==> src/rtl/pipe_scoreboard.sv <==
// pipe_scoreboard: hazard and forwarding unit for the in-order pipeline.
// Tracks in-flight register writes across DEPTH post-issue stages and, for
// each source operand of the instruction in decode, picks the youngest
// producer to forward from or stalls issue until that producer is ready.
//
// Ports:
//   clk, rst        clock (rising edge), synchronous active-high reset
//   issue_valid     decode holds a valid instruction
//   issue_regwrite  instruction writes a register
//   issue_wrreg     destination register
//   issue_lat       first stage at which the result can be forwarded (0 acts as 1)
//   src_used        per-operand "operand is read" flags
//   src_reg         packed source indices, operand i at [i*AW +: AW]
//   flush           redirect from the instruction in stage FLUSH_DEPTH
//   stall           hold IF/ID and insert a bubble
//   issue_fire      instruction leaves decode this cycle
//   fwd_sel         per operand: 0 = register file, k = forward from stage k
//   busy            any valid register write in flight
//   stall_count     saturating count of stalled cycles
module pipe_scoreboard #(
    parameter int unsigned NREG        = 32,
    parameter int unsigned AW          = 5,
    parameter int unsigned NSRC        = 3,
    parameter int unsigned DEPTH       = 4,
    parameter int unsigned LW          = 3,
    parameter int unsigned SW          = 3,
    parameter int unsigned FLUSH_DEPTH = 3,
    parameter bit          ZERO_REG    = 1'b1
) (
    input  logic               clk,
    input  logic               rst,
    input  logic               issue_valid,
    input  logic               issue_regwrite,
    input  logic [AW-1:0]      issue_wrreg,
    input  logic [LW-1:0]      issue_lat,
    input  logic [NSRC-1:0]    src_used,
    input  logic [NSRC*AW-1:0] src_reg,
    input  logic               flush,
    output logic               stall,
    output logic               issue_fire,
    output logic [NSRC*SW-1:0] fwd_sel,
    output logic               busy,
    output logic [15:0]        stall_count
);

    // Stage 1 is the youngest entry, stage DEPTH is writeback.
    logic          valid_q [1:DEPTH];
    logic [AW-1:0] wrreg_q [1:DEPTH];
    logic [LW-1:0] lat_q   [1:DEPTH];

    logic          valid_d [1:DEPTH];
    logic [AW-1:0] wrreg_d [1:DEPTH];
    logic [LW-1:0] lat_d   [1:DEPTH];

    logic [NSRC-1:0] stall_op;
    logic [15:0]     stall_count_q, stall_count_d;

    // Operand matching. Walking from oldest to youngest lets the youngest
    // matching producer overwrite any older decision.
    always_comb begin
        stall_op = '0;
        fwd_sel  = '0;
        for (int i = 0; i < NSRC; i++) begin
            for (int k = DEPTH; k >= 1; k--) begin
                if (src_used[i] && valid_q[k] &&
                    (wrreg_q[k] == src_reg[i*AW +: AW]) &&
                    !(ZERO_REG && (src_reg[i*AW +: AW] == '0))) begin
                    if (int'(lat_q[k]) <= k) begin
                        fwd_sel[i*SW +: SW] = SW'(k);
                        stall_op[i]         = 1'b0;
                    end else begin
                        fwd_sel[i*SW +: SW] = '0;
                        stall_op[i]         = 1'b1;
                    end
                end
            end
        end
    end

    assign stall      = issue_valid & (|stall_op);
    assign issue_fire = issue_valid & ~stall & ~flush;

    always_comb begin
        busy = 1'b0;
        for (int k = 1; k <= DEPTH; k++) begin
            busy = busy | valid_q[k];
        end
    end

    // Shift with flush squash: entries younger than the redirecting stage
    // are killed on the way into the next stage.
    always_comb begin
        for (int k = 2; k <= DEPTH; k++) begin
            valid_d[k] = valid_q[k-1] & ~(flush && ((k - 1) < FLUSH_DEPTH));
            wrreg_d[k] = wrreg_q[k-1];
            lat_d[k]   = lat_q[k-1];
        end
        valid_d[1] = issue_fire & issue_regwrite;
        wrreg_d[1] = issue_wrreg;
        lat_d[1]   = (issue_lat == '0) ? LW'(1) : issue_lat;
    end

    always_comb begin
        stall_count_d = stall_count_q;
        if (stall && !flush && (stall_count_q != 16'hFFFF)) begin
            stall_count_d = stall_count_q + 16'd1;
        end
    end

    always_ff @(posedge clk) begin
        if (rst) begin
            for (int k = 1; k <= DEPTH; k++) begin
                valid_q[k] <= 1'b0;
                wrreg_q[k] <= '0;
                lat_q[k]   <= '0;
            end
            stall_count_q <= '0;
        end else begin
            for (int k = 1; k <= DEPTH; k++) begin
                valid_q[k] <= valid_d[k];
                wrreg_q[k] <= wrreg_d[k];
                lat_q[k]   <= lat_d[k];
            end
            stall_count_q <= stall_count_d;
        end
    end

    assign stall_count = stall_count_q;

`ifndef SYNTHESIS
    // A latency beyond DEPTH never becomes forwardable; it only clears on retire.
    always_ff @(posedge clk) begin
        if (!rst && issue_fire && issue_regwrite) begin
            assert (int'(issue_lat) <= int'(DEPTH))
            else $error("pipe_scoreboard: issue_lat %0d exceeds DEPTH %0d", issue_lat, DEPTH);
            assert (int'(issue_wrreg) < int'(NREG))
            else $error("pipe_scoreboard: issue_wrreg %0d out of range", issue_wrreg);
        end
    end
`endif

endmodule

==> config.mk <==
export PLATFORM = sky130hd
export DESIGN_NAME = pipe_scoreboard
export DESIGN_NICKNAME = d
export VERILOG_FILES = /design/src/rtl/pipe_scoreboard.sv
export SDC_FILE = /design/constraint.sdc
export NUM_CORES = 1
export LEC_CHECK = 0
export BUFFER_PORTS_ARGS = -buffer_cell sky130_fd_sc_hd__buf_2
export CORE_MARGIN = 5
export CORE_UTILIZATION = 55
export CTS_BUF_LIST = sky130_fd_sc_hd__clkbuf_16
export DETAILED_ROUTE_END_ITERATION = 8
export GPL_ROUTABILITY_DRIVEN = 0
export GPL_TIMING_DRIVEN = 0
export PLACE_DENSITY = 0.8
export SYNTH_ARGS = -nofsm -noshare
export SYNTH_HDL_FRONTEND = slang
export SYNTH_SLANG_ARGS = --single-unit
==> constraint.sdc <==
create_clock -name clk -period 3.55 [get_ports clk]
set_input_delay 0.71 -clock clk [delete_from_list [all_inputs] [get_ports clk]]
set_output_delay 0.71 -clock clk [all_outputs]
set_load 0.03 [all_outputs]
==> qor.txt, run 1 <==
Total track usage -> 0.223
Vias after detailed routing -> 2792
LEAKAGE -> 1.52 nW
Critical path startpoint -> src_reg[13]
Cell chain of the critical path -> clkbuf_8 -> or4_4 -> o21ai_4 -> buf_12 -> nor4_4 -> a211oi_2 -> o22ai_2 -> or3_4 -> and2_4 -> buf_6
CP max-delay cell -> or4_4
Post-route DRC -> 0
Tightest Pin Transition -> 577 ps
Syn nets -> 367
Row cnt -> 26
Dpl ws -> -307 ps
Final setup viols -> 0
I/O pin total -> 59
Post-synth ARST share -> 0
Die height -> 83.1 um
Largest net degree at the start of global routing -> 16
Antenna Nets Post-Route -> 0
Global route overflow -> 0
Worst Hold Class -> reg2reg
Fin crit share -> 0.993
Initial antenna violation count -> 0
Mean Syn Cell Area -> 8.77 um2
Pwr per Cell Area -> 336 nW/um2
#FFs+latches synth -> 52
Worst Setup End Kind -> output port
Status -> complete, no violations
Total wire length -> 8.32 mm
TritonCTS clock tree -> built
Final Hold Violating Endpoints -> 0
Worst Slack Setup Final -> 24.1 ps
Htree depth -> 2
Clk sinks -> 52
Worst Path Arrival -> 2820 ps
Die ar. -> 6910 um2
Post-synth EDFFs -> 0
Reg2reg start -> wrreg_q[0][6]$_SDFF_PP0_
Relative slew slack -> 0.615
Post-Synthesis Cells -> 335
First-iteration detailed-routing DRC count -> 223
First-pass GRT wire length -> 12.7 mm
CTS clk-pin slew, worst paths -> 60 ps
Clk root buf -> clkbuf_16
Num CTS Buffers -> 5
Slew Viols, Final -> 0
Delay-heaviest family, CP -> simple AND/OR/NAND/NOR gates
Setup TNS Final -> 0 ps
CP Launch Type -> input port
Inserted Diodes -> 0
Area Overhead vs Synth -> 24.7%
Maximum net fanout on the critical path -> 5
PortBufs -> 43
Crit Path Category -> in2out
Clock Path Buffers -> 2
Top FF cell, synth -> dfxtp_1
Fill cell count -> 404
Max Clk Rate -> 284 MHz
Yosys cell types -> 46
Worst Path Required -> 2840 ps
Post-DP HPWL -> 5.52 mm
Mapped Area -> 2940 um2
Delay of the slowest critical-path stage -> 550 ps
Die width -> 83.1 um
Layout cells sized above 1 -> 0.268
CP bufs+invs -> 3
Drt via density -> 6.00
MaxCap Viol Count -> 0
DR WL/cell -> 17.9 um
Min Tclk post-route -> 3530 ps
Yosys warnings -> 0
Clock skew -> 3.01 ps
Clk_lat worst skew -> 290 ps
Initial Utilization -> 0.572
Post-synthesis sequential area ratio -> 0.354
Min-Delay Startpoint -> lat_q[0][3]$_SDFF_PP0_
TritonRoute pass-1 iters -> 5
VDD IR max -> 0.199 mV
Vias in the first global route -> 2702
NumNets Final -> 426
Core ar. -> 5140 um2
## cells by family (layout without fill, tap and decap cells)
| family | Yosys count | after routing | share of synthesized area |
|---|---|---|---|
| simple gates | 143 | 143 | 0.291 |
| buf+inv | 31 | 91 | 0.0502 |
| mux | 5 | 5 | 0.0179 |
| flops | 52 | 52 | 0.354 |
| xor+xnor | 61 | 61 | 0.182 |
| compound gates | 42 | 42 | 0.101 |
| fa+ha+maj | 1 | 1 | 0.00426 |
## per-layer routing
metal  vias to the layer above  GRT usage  share of wire
met2                       173      0.370           0.48
met3                        40     0.0475          0.087
met5                         -          0              0
met4                         0     0.0892          0.039
met1                      1308      0.282           0.39
li1                       1271          -              -
## what timing repair did
action	in CTS	in global routing
hold buffers	0	0
pin swaps	9	8
gates resized for setup	31	33
setup buffers	3	6
endpoints found under the setup margin	3	2
## sequential cells by signal, summed over array words and instances (netlist names)
signal       cells
stall_count     16
wrreg_q         20
valid_q          4
lat_q           12
## layout by cell type (no fill, tap or decap), drive strengths merged, types with 2 or more instances in the layout
| cell type | count |
|---|---|
| a211oi | 2 |
| a21o | 2 |
| a21oi | 10 |
| and2 | 3 |
| and3 | 7 |
| and4 | 2 |
| buf | 61 |
| clkbuf | 22 |
| dfxtp | 52 |
| inv | 6 |
| mux2 | 2 |
| mux2i | 3 |
| nand2 | 19 |
| nand2b | 2 |
| nand3 | 8 |
| nand4 | 12 |
| nand4b | 2 |
| nand4bb | 2 |
| nor2 | 11 |
| nor2b | 38 |
| nor3 | 4 |
| nor3b | 3 |
| nor4 | 9 |
| nor4b | 2 |
| o21a | 5 |
| o21ai | 16 |
| or2 | 2 |
| or3 | 7 |
| or4 | 9 |
| xnor2 | 32 |
| xor2 | 29 |
## cell type report
class                      count  area, um2  area share
multi-input combinational    252       1880       0.514
sequential                    52       1040       0.284
timing repair buffer          52        304      0.0829
buffer                        26        191      0.0522
clock buffer                   5        125      0.0341
tap                           70       87.6      0.0239
inverter                       5       18.8     0.00512
clock inverter                 3       15.0     0.00410
## through the flow
stage	std cells	utilization	cell area, um2	power, mW	hold WS (ps)
3_5_place_dp	448	0.633	3260	0.749	429
3_3_place_gp	448	0.633	3260	0.745	419
6_report	465	0.713	3670	1.23	442
5_1_grt	465	0.713	3670	1.27	464
2_1_floorplan	335	-	2950	0.714	414
4_1_cts	459	0.686	3530	1.21	445
## report_power, final
group / switching, mW / leakage (nW) / internal [mW]
clock: 0.206 / 0.0687 / 0.256
sequential: 0.0163 / 0.423 / 0.597
combinational: 0.0848 / 1.03 / 0.0725
total: 0.307 / 1.52 / 0.926
## worst paths after layout
path | to | slack [ps] | cells after the start
max | stall | 20 | 10
min | lat_q[0][6]$_SDFF_PP0_ | 440 | 1
max reg2reg | stall_count[1]$_SDFFE_PP0P_ | 700 | 12
min reg2reg | lat_q[0][6]$_SDFF_PP0_ | 440 | 1
## synth_stat cells, drive strengths merged, types with 3 or more instances
cell type,count,share of area
buf,6,0.018
or3,7,0.015
nand3,8,0.014
and3,7,0.015
clkbuf,20,0.026
nand4,12,0.026
nor3,4,0.0068
o21a,5,0.013
nand2,19,0.024
o21ai,16,0.029
nor3b,3,0.0077
or4,9,0.023
nor2b,38,0.081
xnor2,32,0.095
a21oi,10,0.017
xor2,29,0.086
dfxtp,52,0.35
mux2i,3,0.010
inv,5,0.0064
nor2,11,0.014
nor4,9,0.019
and2,3,0.0072
Note: power is estimated with default switching activity, not from simulation.
==> inputs of run 2 (changes only) <==
--- a/config.mk
+++ b/config.mk
@@ -16,3 +16,4 @@
 export SYNTH_ARGS = -nofsm -noshare
 export SYNTH_HDL_FRONTEND = slang
 export SYNTH_SLANG_ARGS = --single-unit
+export TNS_END_PERCENT = 5
==> constraint.sdc (replaced) <==
create_clock -name clk -period 3.55 [get_ports clk]
set_input_delay 0 -clock clk [delete_from_list [all_inputs] [get_ports clk]]
set_output_delay 0 -clock clk [all_outputs]
set_load 0.03 [all_outputs]
==> run 2 against run 1 <==
Combinational power down 16%. Wire length down 15%. Sequential power about the same. Maximum frequency up 34%. Via count down 7.6%. Critical path depth unchanged. Largest power group unchanged. Utilization down 3.3 points. Hold slack worse by 410 ps. Die area unchanged. Clock skew up 2.6 ps. Flip-flop and latch count unchanged.
==> qor.txt, run 2 (synthesis results as in run 1) <==
Clk_lat worst skew -> 290 ps
Vias in the first global route -> 2489
Largest net degree at the start of global routing -> 17
Clock Path Buffers -> 2
Drt via density -> 5.52
Max Clk Rate -> 380 MHz
Status -> complete, no violations
Crit Path Category -> reg2reg
RSZ-0062 raised after global routing -> false
Number of flip-flops in the largest register -> 20
Commonest cells after routing, fill and taps aside -> 52 x dfxtp_1, 44 x buf_2, 38 x nor2b_1
Most common cell after layout, fill and taps aside -> dfxtp_1
TritonCTS clock tree -> built
Fill cell count -> 431
NumNets Final -> 428
Die width -> 83.1 um
CP bufs+invs -> 2
CP Launch Type -> flop
Maximum net fanout on the critical path -> 10
Slew Viols, Final -> 0
Post-route DRC -> 0
Initial Utilization -> 0.572
Worst Path Arrival -> 2850 ps
Final setup viols -> 0
Global Route met3 Usage -> 0.0515
TritonRoute pass-1 iters -> 5
VDD IR max -> 0.300 mV
Die ar. -> 6910 um2
Tightest Pin Transition -> 603 ps
Clk root buf -> clkbuf_16
MaxCap Viol Count -> 0
Global route overflow -> 0
Min Tclk post-route -> 2630 ps
DR WL/cell -> 15.1 um
Worst Setup End Kind -> flop
Total wire length -> 7.03 mm
Delay of the slowest critical-path stage -> 340 ps
Sequential cell area -> 1040 um2
Cell chain of the critical path -> and3_1 -> and3_1 -> and3_1 -> clkbuf_1 -> and3_1 -> a31oi_2 -> o31ai_4 -> buf_6 -> or3_1 -> a21oi_1
Final Hold Violating Endpoints -> 0
Fin crit share -> 0.742
Num CTS Buffers -> 5
Worst Hold Class -> in2reg
Inserted Diodes -> 0
Antenna Nets Post-Route -> 0
Area of the multi-input gates -> 1750 um2
Relative slew slack -> 0.595
CTS clk-pin slew, worst paths -> 70 ps
Pwr per Cell Area -> 348 nW/um2
Most used routing layer -> met2
Most Frequent Cell on Critical Path -> and3_1
First-iteration detailed-routing DRC count -> 203
Initial antenna violation count -> 0
Htree depth -> 2
CP max-delay cell -> dfxtp_1
Setup TNS Final -> 0 ps
Largest Register -> wrreg_q
WHS -> 35.0 ps
Vias after detailed routing -> 2580
Worst Path Required -> 3770 ps
I/O pin total -> 59
Clk sinks -> 52
First-pass GRT wire length -> 11.9 mm
Area Overhead vs Synth -> 18.9%
Core ar. -> 5140 um2
Row cnt -> 26
Layout cells sized above 1 -> 0.171
GR Util met2 -> 0.327
LEAKAGE -> 1.41 nW
Total track usage -> 0.207
Post-DP HPWL -> 5.31 mm
Clock skew -> 5.65 ps
PortBufs -> 43
Cts repair resizes -> 0
Die height -> 83.1 um
Delay-heaviest family, CP -> simple AND/OR/NAND/NOR gates
Routing usage on met1 -> 0.278
R2r setup slk -> 920 ps
run 2: final timing paths:
path	cells after the start	start	end
max	10	stall_count[4]$_SDFFE_PP0P_	stall_count[15]$_SDFFE_PP0P_
min	3	rst	stall_count[3]$_SDFFE_PP0P_
max reg2reg	10	stall_count[4]$_SDFFE_PP0P_	stall_count[15]$_SDFFE_PP0P_
min reg2reg	1	lat_q[0][3]$_SDFF_PP0_	lat_q[0][6]$_SDFF_PP0_
run 2: area by class of cell:
| type | instances | area share |
|---|---|---|
| plain buffers | 26 | 0.0369 |
| clock buffers | 5 | 0.0358 |
| clock inverters | 3 | 0.00501 |
| inverters | 5 | 0.00537 |
| multi-input cells | 252 | 0.501 |
| flip-flops and latches | 52 | 0.298 |
| well taps | 70 | 0.0251 |
| repair buffers | 54 | 0.0931 |
run 2: repair_timing:
action / 4_1_cts / 5_1_grt
hold endpoints to repair: 11 / 0
setup buffers: 0 / 0
hold buffers: 11 / 0
run 2: worst reg2reg max path, delay by kind of cell (launching register included):
kind            cells  cell delay, ps
flops               1             340
compound gates      3             660
buf+inv             2             330
simple gates        5            1250
run 2: per-stage QoR:
stage / util / worst slack, ps / instances / power (mW) / instance area [um2]
2_1_floorplan: - / 1070 / 335 / 0.713 / 2940
3_3_place_gp: 0.631 / 934 / 448 / 0.743 / 3240
3_5_place_dp: 0.631 / 962 / 448 / 0.747 / 3240
4_1_cts: 0.680 / 934 / 467 / 1.22 / 3490
6_report: 0.680 / 915 / 467 / 1.22 / 3490
5_1_grt: 0.680 / 676 / 467 / 1.27 / 3490
run 2: layer usage:
metal | wire length (um) | vias up | part of all wire
met5 | 0 | - | 0
met4 | 107 | 0 | 0.015
met2 | 3250 | 100 | 0.46
met3 | 540 | 8 | 0.077
li1 | - | 1269 | -
met1 | 3130 | 1203 | 0.45
run 2: power breakdown:
group | internal, mW | switching [mW] | total [mW]
combinational | 0.0638 | 0.0681 | 0.132
sequential | 0.597 | 0.0164 | 0.613
clock | 0.260 | 0.212 | 0.473
total | 0.921 | 0.297 | 1.22
==> inputs of run 3 (changes only) <==
--- a/config.mk
+++ b/config.mk
@@ -5,14 +5,15 @@
 export SDC_FILE = /design/constraint.sdc
 export NUM_CORES = 1
 export LEC_CHECK = 0
+export ABC_AREA = 1
 export BUFFER_PORTS_ARGS = -buffer_cell sky130_fd_sc_hd__buf_2
 export CORE_MARGIN = 5
-export CORE_UTILIZATION = 55
+export CORE_UTILIZATION = 57
 export CTS_BUF_LIST = sky130_fd_sc_hd__clkbuf_16
 export DETAILED_ROUTE_END_ITERATION = 8
 export GPL_ROUTABILITY_DRIVEN = 0
 export GPL_TIMING_DRIVEN = 0
-export PLACE_DENSITY = 0.8
+export PLACE_DENSITY = 0.81
 export SYNTH_ARGS = -nofsm -noshare
 export SYNTH_HDL_FRONTEND = slang
 export SYNTH_SLANG_ARGS = --single-unit
==> constraint.sdc (replaced) <==
create_clock -name clk -period 2.68 [get_ports clk]
set_input_delay 0 -clock clk [delete_from_list [all_inputs] [get_ports clk]]
set_output_delay 0 -clock clk [all_outputs]
set_load 0.03 [all_outputs]
==> run 3 against run 2 <==
Worst setup slack worse by 720 ps. Largest cell class unchanged. Sequential power is 32% higher. First-iteration DRC count up 110%. Count of clock-buffer cells in the layout unchanged. Clock skew shrank 0.52 ps. Global-route usage rose by 6.1 points. Power increased by 41%. Highest routed layer unchanged. Non-clock buffer count is 4 lower. Critical path type is now reg2out.
==> qor.txt, run 3 <==
Die ar. -> 7800 um2
Max Clk Rate -> 403 MHz
Clock Path Buffers -> 2
Antenna Nets Post-Route -> 0
Relative slew slack -> 0.600
PortBufs -> 55
Min Tclk post-route -> 2480 ps
Largest net degree at the start of global routing -> 19
WHS -> 86.6 ps
First-pass GRT wire length -> 16.6 mm
Mapped Area -> 3500 um2
Post-synth top area share -> 0.298
Row cnt -> 28
Final Hold Violating Endpoints -> 0
Core ar. -> 5960 um2
LEAKAGE -> 1.94 nW
Die height -> 88.3 um
Pwr per Cell Area -> 418 nW/um2
Post-synth ARST share -> 0
Clk_lat worst skew -> 300 ps
Post-synth EDFFs -> 0
Post-synthesis sequential area ratio -> 0.298
R2R depth -> 12
Count leader, synth -> nand2_1
Inserted Diodes -> 0
TritonCTS clock tree -> built
Layout cells sized above 1 -> 0.217
Clock power share -> 0.387
VDD IR max -> 0.374 mV
Final std cells w/o fill -> 717
Vias after detailed routing -> 3870
Clk sinks -> 52
Worst r2r dst -> stall_count[14]$_SDFFE_PP0P_
Worst Path Arrival -> 2480 ps
Maximum net fanout on the critical path -> 10
Total wire length -> 10.1 mm
Top FF cell, synth -> dfxtp_1
Post-route DRC -> 0
Synth cell count leaders -> 142 x nand2_1, 84 x inv_1, 74 x nor2_1
Critical path startpoint -> wrreg_q[0][19]$_SDFF_PP0_
Clock skew -> 5.13 ps
Number of flip-flops in the largest register -> 20
MaxCap Viol Count -> 0
Placed cell area -> 3860 um2
Min-Delay Startpoint -> rst
Largest Register -> wrreg_q
R2r setup slk -> 400 ps
Most common cell after layout, fill and taps aside -> nand2_1
Drt via density -> 5.40
Worst Slack Setup Final -> 198 ps
Worst Setup End Kind -> output port
Hold-fix buffers, CTS -> 10
#FFs+latches synth -> 52
Status -> complete, no violations
Area contributors post-synth -> dfxtp_1 30%, nand2_1 15%, inv_1 9.0%, nor2_1 7.9%, nand3_1 5.6%
Worst hold path depth -> 2
Final Cell Area -> 4120 um2
Worst Path Required -> 2680 ps
Dpl ws -> 475 ps
Fin crit share -> 0.926
RSZ-0062 raised after global routing -> false
Htree depth -> 2
Total track usage -> 0.268
Post-synth top area cell -> dfxtp_1
Pwr Total -> 1.72 mW
DR WL/cell -> 14.1 um
Dpl cells -> 699
Crit Path Category -> reg2out
Post-Synthesis Cells -> 569
Comb power frac -> 0.143
Post-DP HPWL -> 7.69 mm
Yosys cell types -> 37
NumNets Final -> 673
CP Launch Type -> flop
Reg2reg start -> stall_count[0]$_SDFFE_PP0P_
Worst Hold Path EP -> wrreg_q[0][13]$_SDFF_PP0_
Commonest cells after routing, fill and taps aside -> 142 x nand2_1, 84 x inv_1, 74 x nor2_1
CTS clk-pin slew, worst paths -> 70 ps
Initial antenna violation count -> 0
Die width -> 88.3 um
I/O pin total -> 59
Global route overflow -> 0
Fill cell count -> 537
Tightest Pin Transition -> 600 ps
Net Sw Frac -> 0.286
Seq pwr share -> 0.470
Cts repair resizes -> 0
Fin util -> 0.691
First-iteration detailed-routing DRC count -> 433
Clk root buf -> clkbuf_16
Syn nets -> 601
TritonRoute pass-1 iters -> 7
Switching power -> 0.492 mW
Final setup viols -> 0
Setup TNS Final -> 0 ps
Setup Fix Bufs, Post-CTS -> 0
Mean Syn Cell Area -> 6.14 um2
Vias in the first global route -> 3606
Initial Utilization -> 0.587
P_int -> 1.23 mW
Yosys warnings -> 0
Area Overhead vs Synth -> 17.8%
Slew Viols, Final -> 0
Num CTS Buffers -> 5
Worst Hold Class -> in2reg
[run 3: changes by cell type after synthesis, moves of 15 or more]
| cell | before | now |
|---|---|---|
| inv_2 | 0 | 23 |
| xor2_1 | 29 | 8 |
| nor2_1 | 11 | 74 |
| nand2_1 | 19 | 142 |
| xnor2_1 | 32 | 7 |
| nor2b_1 | 38 | 0 |
| nor2_2 | 0 | 25 |
| nand3_1 | 8 | 39 |
| inv_1 | 5 | 84 |
| clkbuf_1 | 20 | 5 |
[run 3: cell families (layout without fill, tap and decap cells)]
family,Yosys count,after routing,synth area share
XOR/XNOR,15,15,0.0376
AND/OR/NAND/NOR,340,340,0.457
adder cells (fa/ha/maj),1,1,0.00358
buffers and inverters,120,193,0.137
AO/OA/AOI/OAI,41,41,0.0673
flip-flops,52,52,0.298
[run 3: worst max-delay path by stage]
stage	depth (start not counted)	slack, ps	endpoint
6_report	16	200	issue_fire
2_1_floorplan	12	660	stall_count[0]$_SDFFE_PP0P_
4_1_cts	14	270	issue_fire
3_3_place_gp	12	580	stall_count[5]$_SDFFE_PP0P_
5_1_grt	16	10	issue_fire
3_5_place_dp	12	470	stall_count[11]$_SDFFE_PP0P_
[run 3: critical path, stage by stage (launching register included)]
cell and delay [ps]:
dfxtp_1 430, inv_1 140, nand2_1 80, nand2_1 60, nor2_2 220, nand2_1 100
nor2_2 110, nand3_2 90, nand2_1 80, nor2_2 50, nor2_4 90, nand3_4 160
buf_8 200, nor2_4 80, nand2_2 60, inv_1 50, buf_2 190
[run 3: power groups by stage]
stage / sequential [mW] / combinational (mW) / clock (mW)
2_1_floorplan: 0.820 / 0.147 / 0
3_3_place_gp: 0.825 / 0.221 / 0
4_1_cts: 0.807 / 0.238 / 0.670
3_5_place_dp: 0.826 / 0.225 / 0
5_1_grt: 0.810 / 0.268 / 0.720
6_report: 0.809 / 0.245 / 0.666
[run 3: metal layers]
metal  vias to the layer above  part of all wire  track usage  wire length, um
li1                       1912                 -            -                -
met4                         0             0.037       0.0920              375
met5                         -                 0            0                0
met2                       238              0.43        0.409             4340
met3                        57              0.12       0.0857             1170
met1                      1663              0.42        0.359             4210
[run 3: area by class of cell]
cell class / count / area [um2] / share of cell area
timing repair buffer: 65 / 375 / 0.0912
clock inverter: 3 / 26.3 / 0.00638
clock buffer: 5 / 125 / 0.0304
inverter: 109 / 409 / 0.0994
buffer: 11 / 68.8 / 0.0167
tap: 75 / 93.8 / 0.0228
multi-input combinational: 397 / 1980 / 0.480
sequential: 52 / 1040 / 0.253
